$ cat config.mk
export PLATFORM = sky130hd
export DESIGN_NAME = door_motion_supervisor
export DESIGN_NICKNAME = d
export VERILOG_FILES = /design/src/rtl/door_pkg.sv /design/src/rtl/door_btn_debounce.sv /design/src/rtl/door_motion_supervisor.sv
export SDC_FILE = /design/constraint.sdc
export NUM_CORES = 1
export LEC_CHECK = 0
export CORE_MARGIN = 2
export CORE_UTILIZATION = 35
export CTS_CLUSTER_DIAMETER = 150
export DETAILED_ROUTE_END_ITERATION = 10
export HOLD_SLACK_MARGIN = 0.08
export SLEW_MARGIN = 15
export SYNTH_ARGS = -nofsm -noshare
export SYNTH_HDL_FRONTEND = slang
export SYNTH_SLANG_ARGS = --single-unit
$ cat constraint.sdc
create_clock -name CLK -period 3.5 [get_ports CLK]
set_input_delay 0.7 -clock CLK [delete_from_list [all_inputs] [get_ports CLK]]
set_output_delay 0.7 -clock CLK [all_outputs]
set_load 0.02 [all_outputs]
$ cat src/rtl/door_pkg.sv
// Shared definitions for the garage door supervisor: state codes, travel
// directions and a constant helper for sizing counters.
package door_pkg;

    typedef enum logic [2:0] {
        ST_CHECK    = 3'd0,
        ST_CLOSED   = 3'd1,
        ST_OPENING  = 3'd2,
        ST_OPEN     = 3'd3,
        ST_CLOSING  = 3'd4,
        ST_STOPPED  = 3'd5,
        ST_DEADTIME = 3'd6,
        ST_FAULT    = 3'd7
    } door_state_e;

    localparam logic DIR_UP = 1'b0;
    localparam logic DIR_DN = 1'b1;

    function automatic int unsigned max3(input int unsigned a,
                                         input int unsigned b,
                                         input int unsigned c);
        int unsigned m;
        m = (a > b) ? a : b;
        return (m > c) ? m : c;
    endfunction

endpackage

$ cat src/rtl/door_btn_debounce.sv
// Accepts a raw request level after DEB_CYC consecutive high samples and
// emits a single one-cycle cmd pulse per press.
module door_btn_debounce #(
    parameter int unsigned DEB_CYC = 4
) (
    input  logic CLK,
    input  logic RST,
    input  logic raw,
    output logic cmd
);

    localparam int unsigned   CW      = $clog2(DEB_CYC + 1);
    localparam logic [CW-1:0] CNT_MAX = CW'(DEB_CYC);

    logic [CW-1:0] cnt_q, cnt_d;
    logic          cmd_q, cmd_d;

    // Counter saturates at CNT_MAX so a held press cannot re-trigger.
    always_comb begin
        cnt_d = cnt_q;
        cmd_d = 1'b0;
        if (!raw) begin
            cnt_d = '0;
        end else if (cnt_q != CNT_MAX) begin
            cnt_d = cnt_q + 1'b1;
            cmd_d = (cnt_q == CNT_MAX - 1'b1);
        end
    end

    always_ff @(posedge CLK or negedge RST) begin
        if (!RST) begin
            cnt_q <= '0;
            cmd_q <= 1'b0;
        end else begin
            cnt_q <= cnt_d;
            cmd_q <= cmd_d;
        end
    end

    assign cmd = cmd_q;

endmodule

$ cat src/rtl/door_motion_supervisor.sv
// Garage door sequencer: merges wall/remote requests, drives the up/down
// motors, and enforces timeouts, obstruction reversal, auto-close and dead time.
module door_motion_supervisor
    import door_pkg::*;
#(
    parameter int unsigned TIMEOUT_CYC   = 1000,
    parameter int unsigned AUTOCLOSE_CYC = 5000,
    parameter int unsigned DEB_CYC       = 4,
    parameter int unsigned REVERSE_DLY   = 2
) (
    input  logic       CLK,
    input  logic       RST,
    input  logic       Btn_Wall,
    input  logic       Btn_Remote,
    input  logic       UP_Max,
    input  logic       DN_Max,
    input  logic       Obstruct,
    output logic       UP_Motor,
    output logic       DN_Motor,
    output logic       Fault,
    output logic [2:0] Door_State
);

    localparam int unsigned   TW          = $clog2(max3(TIMEOUT_CYC, AUTOCLOSE_CYC, REVERSE_DLY) + 1);
    localparam logic [TW-1:0] T_TIMEOUT   = TW'(TIMEOUT_CYC - 1);
    localparam logic [TW-1:0] T_AUTOCLOSE = TW'(AUTOCLOSE_CYC - 1);
    localparam logic [TW-1:0] T_DEAD      = TW'(REVERSE_DLY - 1);

    door_state_e   state_q, state_d;
    logic [TW-1:0] timer_q, timer_d;
    logic          last_dir_q, last_dir_d;
    logic          target_q, target_d;
    logic          up_q, dn_q, fault_q;
    logic          req, cmd;

    assign req = Btn_Wall | Btn_Remote;

    door_btn_debounce #(.DEB_CYC(DEB_CYC)) u_deb (
        .CLK (CLK),
        .RST (RST),
        .raw (req),
        .cmd (cmd)
    );

    always_comb begin
        state_d    = state_q;
        last_dir_d = last_dir_q;
        target_d   = target_q;
        case (state_q)
            ST_CHECK: begin
                if (UP_Max && DN_Max)  state_d = ST_FAULT;
                else if (DN_Max)       state_d = ST_CLOSED;
                else if (UP_Max)       state_d = ST_OPEN;
                else begin
                    state_d    = ST_STOPPED;
                    last_dir_d = DIR_UP;
                end
            end
            ST_CLOSED:
                if (cmd) state_d = ST_OPENING;
            ST_OPENING: begin
                if (UP_Max)                    state_d = ST_OPEN;
                else if (timer_q == T_TIMEOUT) state_d = ST_FAULT;
                else if (cmd)                  state_d = ST_STOPPED;
            end
            ST_OPEN:
                if ((cmd || timer_q == T_AUTOCLOSE) && !Obstruct) state_d = ST_CLOSING;
            ST_CLOSING: begin
                if (DN_Max) state_d = ST_CLOSED;
                else if (Obstruct) begin
                    state_d  = ST_DEADTIME;
                    target_d = DIR_UP;
                end
                else if (timer_q == T_TIMEOUT) state_d = ST_FAULT;
                else if (cmd)                  state_d = ST_STOPPED;
            end
            ST_STOPPED: begin
                if (cmd) begin
                    state_d  = ST_DEADTIME;
                    target_d = ~last_dir_q;
                end
            end
            ST_DEADTIME:
                if (timer_q == T_DEAD) state_d = (target_q == DIR_UP) ? ST_OPENING : ST_CLOSING;
            ST_FAULT: ;
            default:  state_d = ST_FAULT;
        endcase

        // Conflicting limit switches override every transition above.
        if (state_q != ST_CHECK && UP_Max && DN_Max) state_d = ST_FAULT;

        if (state_d == ST_OPENING) last_dir_d = DIR_UP;
        if (state_d == ST_CLOSING) last_dir_d = DIR_DN;
    end

    always_comb begin
        timer_d = timer_q;
        if (state_d != state_q) begin
            timer_d = '0;
        end else begin
            case (state_q)
                ST_OPENING, ST_CLOSING, ST_DEADTIME: timer_d = timer_q + 1'b1;
                ST_OPEN:  timer_d = Obstruct ? '0 : timer_q + 1'b1;
                default:  timer_d = timer_q;
            endcase
        end
    end

    always_ff @(posedge CLK or negedge RST) begin
        if (!RST) begin
            state_q    <= ST_CHECK;
            timer_q    <= '0;
            last_dir_q <= DIR_UP;
            target_q   <= DIR_UP;
            up_q       <= 1'b0;
            dn_q       <= 1'b0;
            fault_q    <= 1'b0;
        end else begin
            state_q    <= state_d;
            timer_q    <= timer_d;
            last_dir_q <= last_dir_d;
            target_q   <= target_d;
            up_q       <= (state_d == ST_OPENING);
            dn_q       <= (state_d == ST_CLOSING);
            fault_q    <= (state_d == ST_FAULT);
        end
    end

    assign UP_Motor   = up_q;
    assign DN_Motor   = dn_q;
    assign Fault      = fault_q;
    assign Door_State = state_q;

endmodule

==> flow_summary.json <==
{
  "netlist_top_cells_area": "dfrtp_1, ha_1, nor3_2",
  "tightest_slew_ps": 578.0,
  "drive_gt1_frac": 0.1487,
  "cp_max_fo": 13,
  "final_util": 0.4314,
  "syn_to_final_growth_pct": 16.72,
  "cp.arrival_ps": 3250,
  "ant_nets": 0,
  "yosysWarnings": 0,
  "fill_cells": 438,
  "syn_nets": 193,
  "clockRootBuffer": "clkbuf_8",
  "first_global_vias": 1322,
  "drt-initial-drc-count": 99,
  "clock_latency_ps": 260,
  "syn_avg_cell_area_um2": 9.115,
  "skew_ps": 1.896,
  "place_congestion": 0.8272,
  "cts_buffers": 3,
  "wl_per_cell_um": 13.69,
  "ctsResizeCount": 0,
  "cp-start-kind": "register",
  "yosysSeqAreaShare": 0.3834,
  "crit_chain": "inv_1, ha_1, or4b_2, or4_1, a211o_1, a31o_1, o21a_1, a221o_1, buf_12, nor3_1",
  "grt_first_pass_wirelength_um": 5947,
  "antenna_found_initial": 0,
  "cts_buffer_depth": 2,
  "yosysTopAreaCell": "dfrtp_1",
  "cts_num_sinks": 25,
  "criticalPathCategory": "reg -> reg",
  "power_w": 0.001275,
  "h-tree-depth": 1,
  "p_per_area_nw_per_um2": 669.8,
  "crit_required_ps": 3680,
  "drt_wl_total_um": 3382,
  "final_cells": 247,
  "crit_slowest_cell": "or4b_2",
  "finalNetCount": 210,
  "synth_flop_cell": "dfrtp_1",
  "synth_edf_count": 0,
  "maxCapViolations": 0,
  "slew_viol_final": 0,
  "end_kind": "register",
  "cp_slowest_stage_delay_ps": 570,
  "slew-limit-headroom": 0.6147,
  "post-synth-top-count-cell": "dfrtp_1",
  "p_leak_nw": 0.7893,
  "fp.dieH_um": 72.28,
  "period_needed_ps": 3074,
  "crit_path_start": "timer_q[1]",
  "io_pins": 13,
  "first_pass_iters": 4,
  "synthTopCellsByCount": "dfrtp_1, nand2_1, nor2_1",
  "ys_seq_elements": 25,
  "cts_tree": "yes",
  "ff2ff_setup_slack_ps": 430,
  "hp-start": "target_q",
  "post-place-cells": 243,
  "dieWidth_um": 72.28,
  "async_reset_ff_frac": 1.000,
  "die-area_um2": 5224,
  "cts.clk_slew.worst_paths_ps": 80,
  "hold_class": "reg -> reg",
  "start_util": 0.3696,
  "grt_max_degree": 26,
  "outcome": "finished, final reports clean",
  "timing_hold_violations_final": 0,
  "ys_types": 48,
  "setup_violations": 0,
  "dp_hpwl_um": 2535,
  "rsz0062_at_grt": "false",
  "hold_buffers": 0,
  "track_usage": 0.1432,
  "syn_area_um2": 1632,
  "synthesis.instances": 179,
  "vdd_drop_max_v": 0.0002994,
  "drc": 0,
  "core_area_um2": 4414,
  "row_count": 24,
  "final.period_utilization": 0.8782,
  "post_cts_buffers": 0,
  "setup_tns_ps": 0,
  "grt-ovfl-total": 0,
  "fmax_mhz": 325.3,
  "via_count": 1350,
  "fin_hold_ws_ps": 530.0,
  "viasPerCell": 5.466,
  "timing.rr.start": "timer_q[1]",
  "synth_top_area_frac": 0.3834,
  "io_buffers": 12,
  "num_antenna_cells": 0
}
-- critical path: cells and delay by family, from the launching register on --
family	cells	cell delay, ps
AND/OR/NAND/NOR	3	1170
AO/OA/AOI/OAI	4	1020
flip-flops	1	410
buffers and inverters	2	240
adder cells (fa/ha/maj)	1	160
-- cell families (layout without fill, tap and decap cells) --
| family | after synthesis | after routing | share of synthesized area |
|---|---|---|---|
| AO/OA/AOI/OAI | 35 | 35 | 0.1442 |
| XOR/XNOR | 12 | 12 | 0.06442 |
| adder cells (fa/ha/maj) | 7 | 7 | 0.05368 |
| buffers and inverters | 18 | 34 | 0.04677 |
| flip-flops | 25 | 25 | 0.3834 |
| multiplexers | 3 | 3 | 0.01917 |
| AND/OR/NAND/NOR | 79 | 79 | 0.2884 |
-- where the power goes --
| part | switching (W) | internal [W] |
|---|---|---|
| logic | 0.000370 | 0.000307 |
| registers | 0.0000800 | 0.000355 |
| clock network | 0.0000821 | 0.0000812 |
| total | 0.000533 | 0.000743 |
-- layout by cell type, fill, tap and decap left out, types with 5 or more instances in the layout --
cell type,n
dfrtp_1,25
nand2_1,14
nor2_1,13
clkdlybuf4s50_1,12
nor3_1,11
a21oi_1,10
inv_1,9
nor3_2,8
xor2_1,8
buf_4,8
ha_1,7
nand4_1,6
o21ai_0,5
-- registers in the layout, summed over array words and instances (netlist names) --
signal / flops
timer_q: 13
Door_State: 3
u_deb.cnt_q: 3
DN_Motor: 1
Fault: 1
UP_Motor: 1
last_dir_q: 1
target_q: 1
u_deb.cmd: 1
-- area by class of cell --
class	instances	area, um^2	share of cell area
tap	52	65.06	0.03417
inverter	9	33.78	0.01774
sequential	25	625.6	0.3285
multi-input combinational	136	934.6	0.4908
clock buffer	4	45.04	0.02365
timing repair buffer	21	200.2	0.1051
-- final timing paths --
path / endpoint / cells past startpoint
min: target_q / 1
max: timer_q[4] / 10
max in group asynchronous: target_q / 2
min reg2reg: target_q / 1
max reg2reg: timer_q[4] / 10
min in group asynchronous: u_deb.cnt_q[2] / 2
-- per-stage QoR --
| step | setup slack (ps) | instance area, um^2 |
|---|---|---|
| floorplan | 640.7 | 1632 |
| global placement | 310.9 | 1859 |
| detailed placement | 251.5 | 1859 |
| CTS | 402.6 | 1904 |
| global route | 215.0 | 1904 |
| finish | 426.2 | 1904 |
-- layer usage --
layer | track usage | part of all wire | vias to the layer above
li1 | - | - | 679
met1 | 0.2058 | 0.51 | 632
met2 | 0.2181 | 0.44 | 33
met3 | 0.01250 | 0.027 | 6
met4 | 0.06709 | 0.018 | 0
met5 | 0 | 0 | -
Power figures use the tool's default switching activity.
